## src/rtl/grid_sweep_ctrl.sv

```systemverilog
// Paper-grid removal sequencer: loads a DEPTH x WIDTH grid, sweeps it row-serially until stable or pass-limited.
// Optional final-grid drain over out_row is compiled in with GRID_DRAIN_EN.
module grid_sweep_ctrl #(
  parameter int unsigned WIDTH      = 16,
  parameter int unsigned DEPTH      = 16,
  parameter int unsigned MAX_PASSES = 255,
  localparam int unsigned TW = $clog2(WIDTH*DEPTH+1),
  localparam int unsigned PW = $clog2(MAX_PASSES+1)
) (
  input  logic             clk,
  input  logic             reset,
  input  logic             start,
  input  logic             in_valid,
  output logic             in_ready,
  input  logic [WIDTH-1:0] in_row,
  output logic             res_valid,
  input  logic             res_ready,
  output logic [TW-1:0]    total,
  output logic [PW-1:0]    passes,
  output logic             converged,
  output logic             busy,
  output logic             out_valid,
  input  logic             out_ready,
  output logic [WIDTH-1:0] out_row
);

  localparam int unsigned RW = $clog2(DEPTH);
  localparam int unsigned CW = $clog2(WIDTH+1);
  localparam logic [RW-1:0] LAST_ROW = RW'(DEPTH-1);

  typedef enum logic [2:0] {
    S_IDLE, S_LOAD, S_SWEEP, S_CHECK, S_RESULT
`ifdef GRID_DRAIN_EN
    , S_DRAIN
`endif
  } state_t;

  state_t           state, state_n;
  logic [RW-1:0]    row_ptr, row_ptr_n;
  logic [WIDTH-1:0] prev_row, prev_n;
  logic [TW-1:0]    acc, acc_n, total_n;
  logic [PW-1:0]    passes_n;
  logic             conv_n;
  logic             grid_we;
  logic [WIDTH-1:0] grid_wd;
  logic [WIDTH-1:0] grid [DEPTH];

  logic [WIDTH-1:0] cur_row, nxt_row, new_row;
  logic [WIDTH+1:0] p_pad, c_pad, n_pad;
  logic [3:0]       nbr;
  logic [CW-1:0]    row_removed;

  // Survivor rule for the row under row_ptr; out-of-grid neighbours read as 0
  always_comb begin
    cur_row     = grid[row_ptr];
    nxt_row     = '0;
    if (row_ptr != LAST_ROW) nxt_row = grid[row_ptr + RW'(1)];
    p_pad       = {1'b0, prev_row, 1'b0};
    c_pad       = {1'b0, cur_row, 1'b0};
    n_pad       = {1'b0, nxt_row, 1'b0};
    new_row     = '0;
    row_removed = '0;
    nbr         = '0;
    for (int j = 0; j < int'(WIDTH); j++) begin
      nbr = 4'(p_pad[j]) + 4'(p_pad[j+1]) + 4'(p_pad[j+2]) +
            4'(c_pad[j]) + 4'(c_pad[j+2]) +
            4'(n_pad[j]) + 4'(n_pad[j+1]) + 4'(n_pad[j+2]);
      new_row[j]  = cur_row[j] & (nbr >= 4'd4);
      row_removed = row_removed + CW'(cur_row[j] & ~new_row[j]);
    end
  end

  // Next-state and datapath updates
  always_comb begin
    state_n   = state;
    row_ptr_n = row_ptr;
    prev_n    = prev_row;
    acc_n     = acc;
    total_n   = total;
    passes_n  = passes;
    conv_n    = converged;
    grid_we   = 1'b0;
    grid_wd   = in_row;
    unique case (state)
      S_IDLE: begin
        if (start) begin
          total_n   = '0;
          passes_n  = '0;
          acc_n     = '0;
          row_ptr_n = '0;
          state_n   = S_LOAD;
        end
      end
      S_LOAD: begin
        if (in_valid && in_ready) begin
          grid_we = 1'b1;
          if (row_ptr == LAST_ROW) begin
            row_ptr_n = '0;
            prev_n    = '0;
            state_n   = S_SWEEP;
          end else begin
            row_ptr_n = row_ptr + RW'(1);
          end
        end
      end
      S_SWEEP: begin
        grid_we = 1'b1;
        grid_wd = new_row;
        prev_n  = cur_row;
        acc_n   = acc + TW'(row_removed);
        if (row_ptr == LAST_ROW) begin
          row_ptr_n = '0;
          state_n   = S_CHECK;
        end else begin
          row_ptr_n = row_ptr + RW'(1);
        end
      end
      S_CHECK: begin
        prev_n = '0;
        if (acc == '0) begin
          conv_n  = 1'b1;
          state_n = S_RESULT;
        end else begin
          total_n  = total + acc;
          passes_n = passes + PW'(1);
          acc_n    = '0;
          if (passes_n == PW'(MAX_PASSES)) begin
            conv_n  = 1'b0;
            state_n = S_RESULT;
          end else begin
            state_n = S_SWEEP;
          end
        end
      end
      S_RESULT: begin
        if (res_valid && res_ready) begin
`ifdef GRID_DRAIN_EN
          row_ptr_n = '0;
          state_n   = S_DRAIN;
`else
          state_n   = S_IDLE;
`endif
        end
      end
`ifdef GRID_DRAIN_EN
      S_DRAIN: begin
        if (out_valid && out_ready) begin
          if (row_ptr == LAST_ROW) begin
            row_ptr_n = '0;
            state_n   = S_IDLE;
          end else begin
            row_ptr_n = row_ptr + RW'(1);
          end
        end
      end
`endif
      default: state_n = S_IDLE;
    endcase
  end

  // State, counters and registered handshake outputs
  always_ff @(posedge clk or negedge reset) begin
    if (!reset) begin
      state     <= S_IDLE;
      row_ptr   <= '0;
      prev_row  <= '0;
      acc       <= '0;
      total     <= '0;
      passes    <= '0;
      converged <= 1'b0;
      in_ready  <= 1'b0;
      res_valid <= 1'b0;
      busy      <= 1'b0;
    end else begin
      state     <= state_n;
      row_ptr   <= row_ptr_n;
      prev_row  <= prev_n;
      acc       <= acc_n;
      total     <= total_n;
      passes    <= passes_n;
      converged <= conv_n;
      in_ready  <= (state_n == S_LOAD);
      res_valid <= (state_n == S_RESULT);
      busy      <= (state_n != S_IDLE);
    end
  end

  // Grid storage carries no reset; every job overwrites it during LOAD
  always_ff @(posedge clk) begin
    if (grid_we) grid[row_ptr] <= grid_wd;
  end

`ifdef GRID_DRAIN_EN
  logic [WIDTH-1:0] out_row_n;

  always_comb begin
    out_row_n = '0;
    if (state_n == S_DRAIN) out_row_n = grid[row_ptr_n];
  end

  always_ff @(posedge clk or negedge reset) begin
    if (!reset) begin
      out_valid <= 1'b0;
      out_row   <= '0;
    end else begin
      out_valid <= (state_n == S_DRAIN);
      out_row   <= out_row_n;
    end
  end
`else
  logic unused_out_ready;
  assign unused_out_ready = out_ready;
  assign out_valid        = 1'b0;
  assign out_row          = '0;
`endif

endmodule

```

## config.mk

```make
export PLATFORM = sky130hd
export DESIGN_NAME = grid_sweep_ctrl
export DESIGN_NICKNAME = d
export VERILOG_FILES = /design/src/rtl/grid_sweep_ctrl.sv
export SDC_FILE = /design/constraint.sdc
export NUM_CORES = 1
export LEC_CHECK = 0
export CAP_MARGIN = 20
export CORE_MARGIN = 2
export CORE_UTILIZATION = 62
export CTS_CLUSTER_DIAMETER = 30
export DETAILED_ROUTE_END_ITERATION = 7
export GPL_TIMING_DRIVEN = 1
export PLACE_DENSITY_LB_ADDON = 0.3
export SLEW_MARGIN = 20
export SYNTH_ARGS = -nofsm -noshare
export SYNTH_HDL_FRONTEND = slang
export SYNTH_SLANG_ARGS = --single-unit
export TNS_END_PERCENT = 50
```

## constraint.sdc

```tcl
create_clock -name clk -period 18.4 [get_ports clk]
set_input_delay 4.6 -clock clk [delete_from_list [all_inputs] [get_ports clk]]
set_output_delay 4.6 -clock clk [all_outputs]
set_load 0.01 [all_outputs]
```

==> flow_metrics.tcl <==
set metrics [dict create \
    path_buf_inv 4 \
    avgSynthCellArea_um2 15.0 \
    cp_slowest_cell "ha_4" \
    synthDistinctLibCells 73 \
    hp-class "flop to flop" \
    critPathKind "flop to flop" \
    min_period_ns 10.35 \
    critPathMaxStageDelay_ns 0.92 \
    drc 0 \
    setup_tns_ns 0 \
    path_max_fanout 38 \
    setup_viol 0 \
    insertion_delay_ns 0.57 \
    fin_util 0.739 \
    clk_pin_slew_ns 0.04 \
    nFillCells 1616 \
    yosysWarnings 0 \
    finClkSkew_ns 0.0166 \
    grt_max_degree 54 \
    htree_levels 3 \
    holdWs_ns 0.508 \
    initial_utilization 0.630 \
    drtAntennaViolNets 0 \
    worstMarginPinSlew_ns 1.07 \
    drive_above_1_share 0.227 \
    crit_path_frequent_cell "fa_1" \
    end_kind "flop" \
    slew_violations 0 \
    totalWireLength_mm 45.2 \
    vias_per_cell 6.68 \
    seq_area_um2 9020 \
    antenna_found_initial 0 \
    synthArstFlopShare 0.172 \
    clock_sinks 309 \
    seq_area_frac_synth 0.515 \
    cts_root_buf "clkbuf_16" \
    final.setup.worst_slack_ns 8.05 \
    globalplace.congestion 0.881 \
    drt-wirelength-per-cell_um 26.7 \
    overflow 0 \
    outcome "finished, final reports clean" \
    reg2reg_depth 27 \
    grt_pass1_vias 11625 \
    die_h_um 172 \
    diodes 0 \
    crit_arrival_ns 10.83 \
    rows 61 \
    crit_required_ns 18.88 \
    relSlewSlack 0.285 \
    io_buffers 41 \
    rsz0062_at_grt "false" \
    ios 60 \
    dpl_worst_slack_ns 8.11 \
    synth-edff-count 256 \
    grt_pass1_wl_mm 68.4 \
    vias 11283 \
    hold_viol 0 \
    period_share 0.562 \
    final_nets 1391 \
    synth-main-ff-cell "edfxtp_1" \
    hold_buffers 0 \
    cp_num_cells 27 \
    drt_iter0_markers 1398 \
    dieArea_um2 29600 \
    firstDrtPassIters 8 \
    cp_top_family "adder cells" \
    ctsResizeCount 0 \
    hpwl_mm 26.9 \
    grt_usage 0.319 \
    max_freq_ghz 0.0966 \
    synthCells 1170 \
    hold_depth 2 \
    drv_cap 0 \
    multi_input_area_um2 7760 \
    syn-cell-area_um2 17500 \
    cts_tree "yes" \
    syn2layout_area_growth_pct 17.3 \
    die_w_um 172 \
    core_um2 27800 \
    start_kind "flop" \
    cts_buffer_depth 3 \
    synth_seq_cells 309 \
    cts_buffers 66 \
    postCtsSetupBuffers 0 \
]
## Yosys cell counts, types with 3 or more instances
cell	n	area, µm²
edfxtp_1	256	7690
mux4_2	118	2660
nand2_1	115	432
inv_1	86	323
ha_1	56	701
fa_1	55	1100
dfrtp_1	53	1330
o21ai_0	46	230
mux2i_1	41	410
nand3_1	32	160
nor2_1	28	105
buf_4	27	203
buf_2	25	125
and2_1	20	125
mux4_1	17	447
a21oi_1	16	80.1
clkbuf_1	15	56.3
and3_1	8	50.1
o21ai_1	8	40.0
o31ai_1	8	60.1
a22o_1	7	61.3
nor2b_1	7	43.8
a211oi_1	6	45.0
inv_2	6	22.5
or4_1	6	45.0
xnor2_1	6	52.6
xor2_1	6	52.6
a21o_1	5	37.5
a311oi_1	5	43.8
nand2b_1	5	31.3
o311ai_0	5	43.8
a31oi_1	4	25.0
buf_12	4	80.1
mux2_2	4	45.0
nor3_1	4	20.0
o21ai_2	4	35.0
or3_1	4	25.0
a211o_1	3	26.3
o31ai_2	3	37.5
o41ai_1	3	26.3
## per-layer routing
layer	track usage	vias up	wire [µm]
met5	0	-	0
met4	0.170	0	2180
met3	0.0684	166	4630
met2	0.506	748	21700
met1	0.418	5690	16700
li1	-	4679	-
## state kept, by name, summed over array words and instances, names as in the netlist
| signal | count |
|---|---|
| converged | 1 |
| res_valid | 1 |
| state | 3 |
| row_ptr | 4 |
| prev_row | 16 |
| busy | 1 |
| passes | 8 |
| acc | 9 |
| in_ready | 1 |
| total | 9 |
| grid | 256 |
## final timing paths
check / startpoint / endpoint / slack [ns]
hold / removal: prev_row[0] / prev_row[0] / 0.51
setup / recovery: row_ptr[0] / acc[8] / 8.05
setup reg to reg: row_ptr[0] / acc[8] / 8.05
min in group asynchronous: reset / passes[5] / 4.19
max in group asynchronous: reset / row_ptr[0] / 13.64
hold reg to reg: prev_row[0] / prev_row[0] / 0.51
## tightest hold or removal path: stages, from the launching register on
cell and delay (ns):
dfrtp_1 0.35, nand2_1 0.05, o21ai_0 0.06
## kinds of logic (layout without fill, tap and decap cells)
family                     Yosys count  after routing  synth area share
and+or+nand+nor                    241            241            0.0645
DFF                                309            309             0.515
AOI/OAI and AO/OA                  145            145            0.0576
other                                1             17          0.000214
adders and majority gates          111            111             0.103
muxes                              181            181             0.205
xor gates and xnor gates            13             13           0.00693
buffers and inverters              169            295            0.0486
## cells in the final DEF (no fill, tap or decap), types with 7 or more instances in the layout
cell type / n
a21oi_1: 16
a22o_1: 7
and2_1: 20
and3_1: 8
buf_4: 39
bufinv_16: 7
clkbuf_16: 66
clkdlybuf4s50_1: 40
clkinv_1: 9
clkinv_2: 8
clkinv_4: 9
conb_1: 17
dfrtp_1: 51
edfxtp_1: 256
fa_1: 55
ha_1: 55
inv_1: 86
mux2i_1: 41
mux4_1: 17
mux4_2: 118
nand2_1: 115
nand3_1: 31
nor2_1: 28
nor2b_1: 7
o21ai_0: 46
o21ai_1: 8
o31ai_1: 8
## layout make-up
type | instances | share of cell area
well taps | 378 | 0.0230
inverters | 93 | 0.0170
clock buffers | 73 | 0.0822
multi-input cells | 708 | 0.378
flip-flops and latches | 309 | 0.439
repair buffers | 80 | 0.0340
clock inverters | 49 | 0.0271
## per-stage QoR
stage,cells,instance area (µm²)
after floorplan,1186,17600
after global placement,1568,18300
after detailed placement,1568,18300
after CTS,1690,20500
after global routing,1690,20500
final,1690,20500
Power is not shown: default switching activity piles up to over one toggle a cycle in this logic, so the estimate is an artifact.
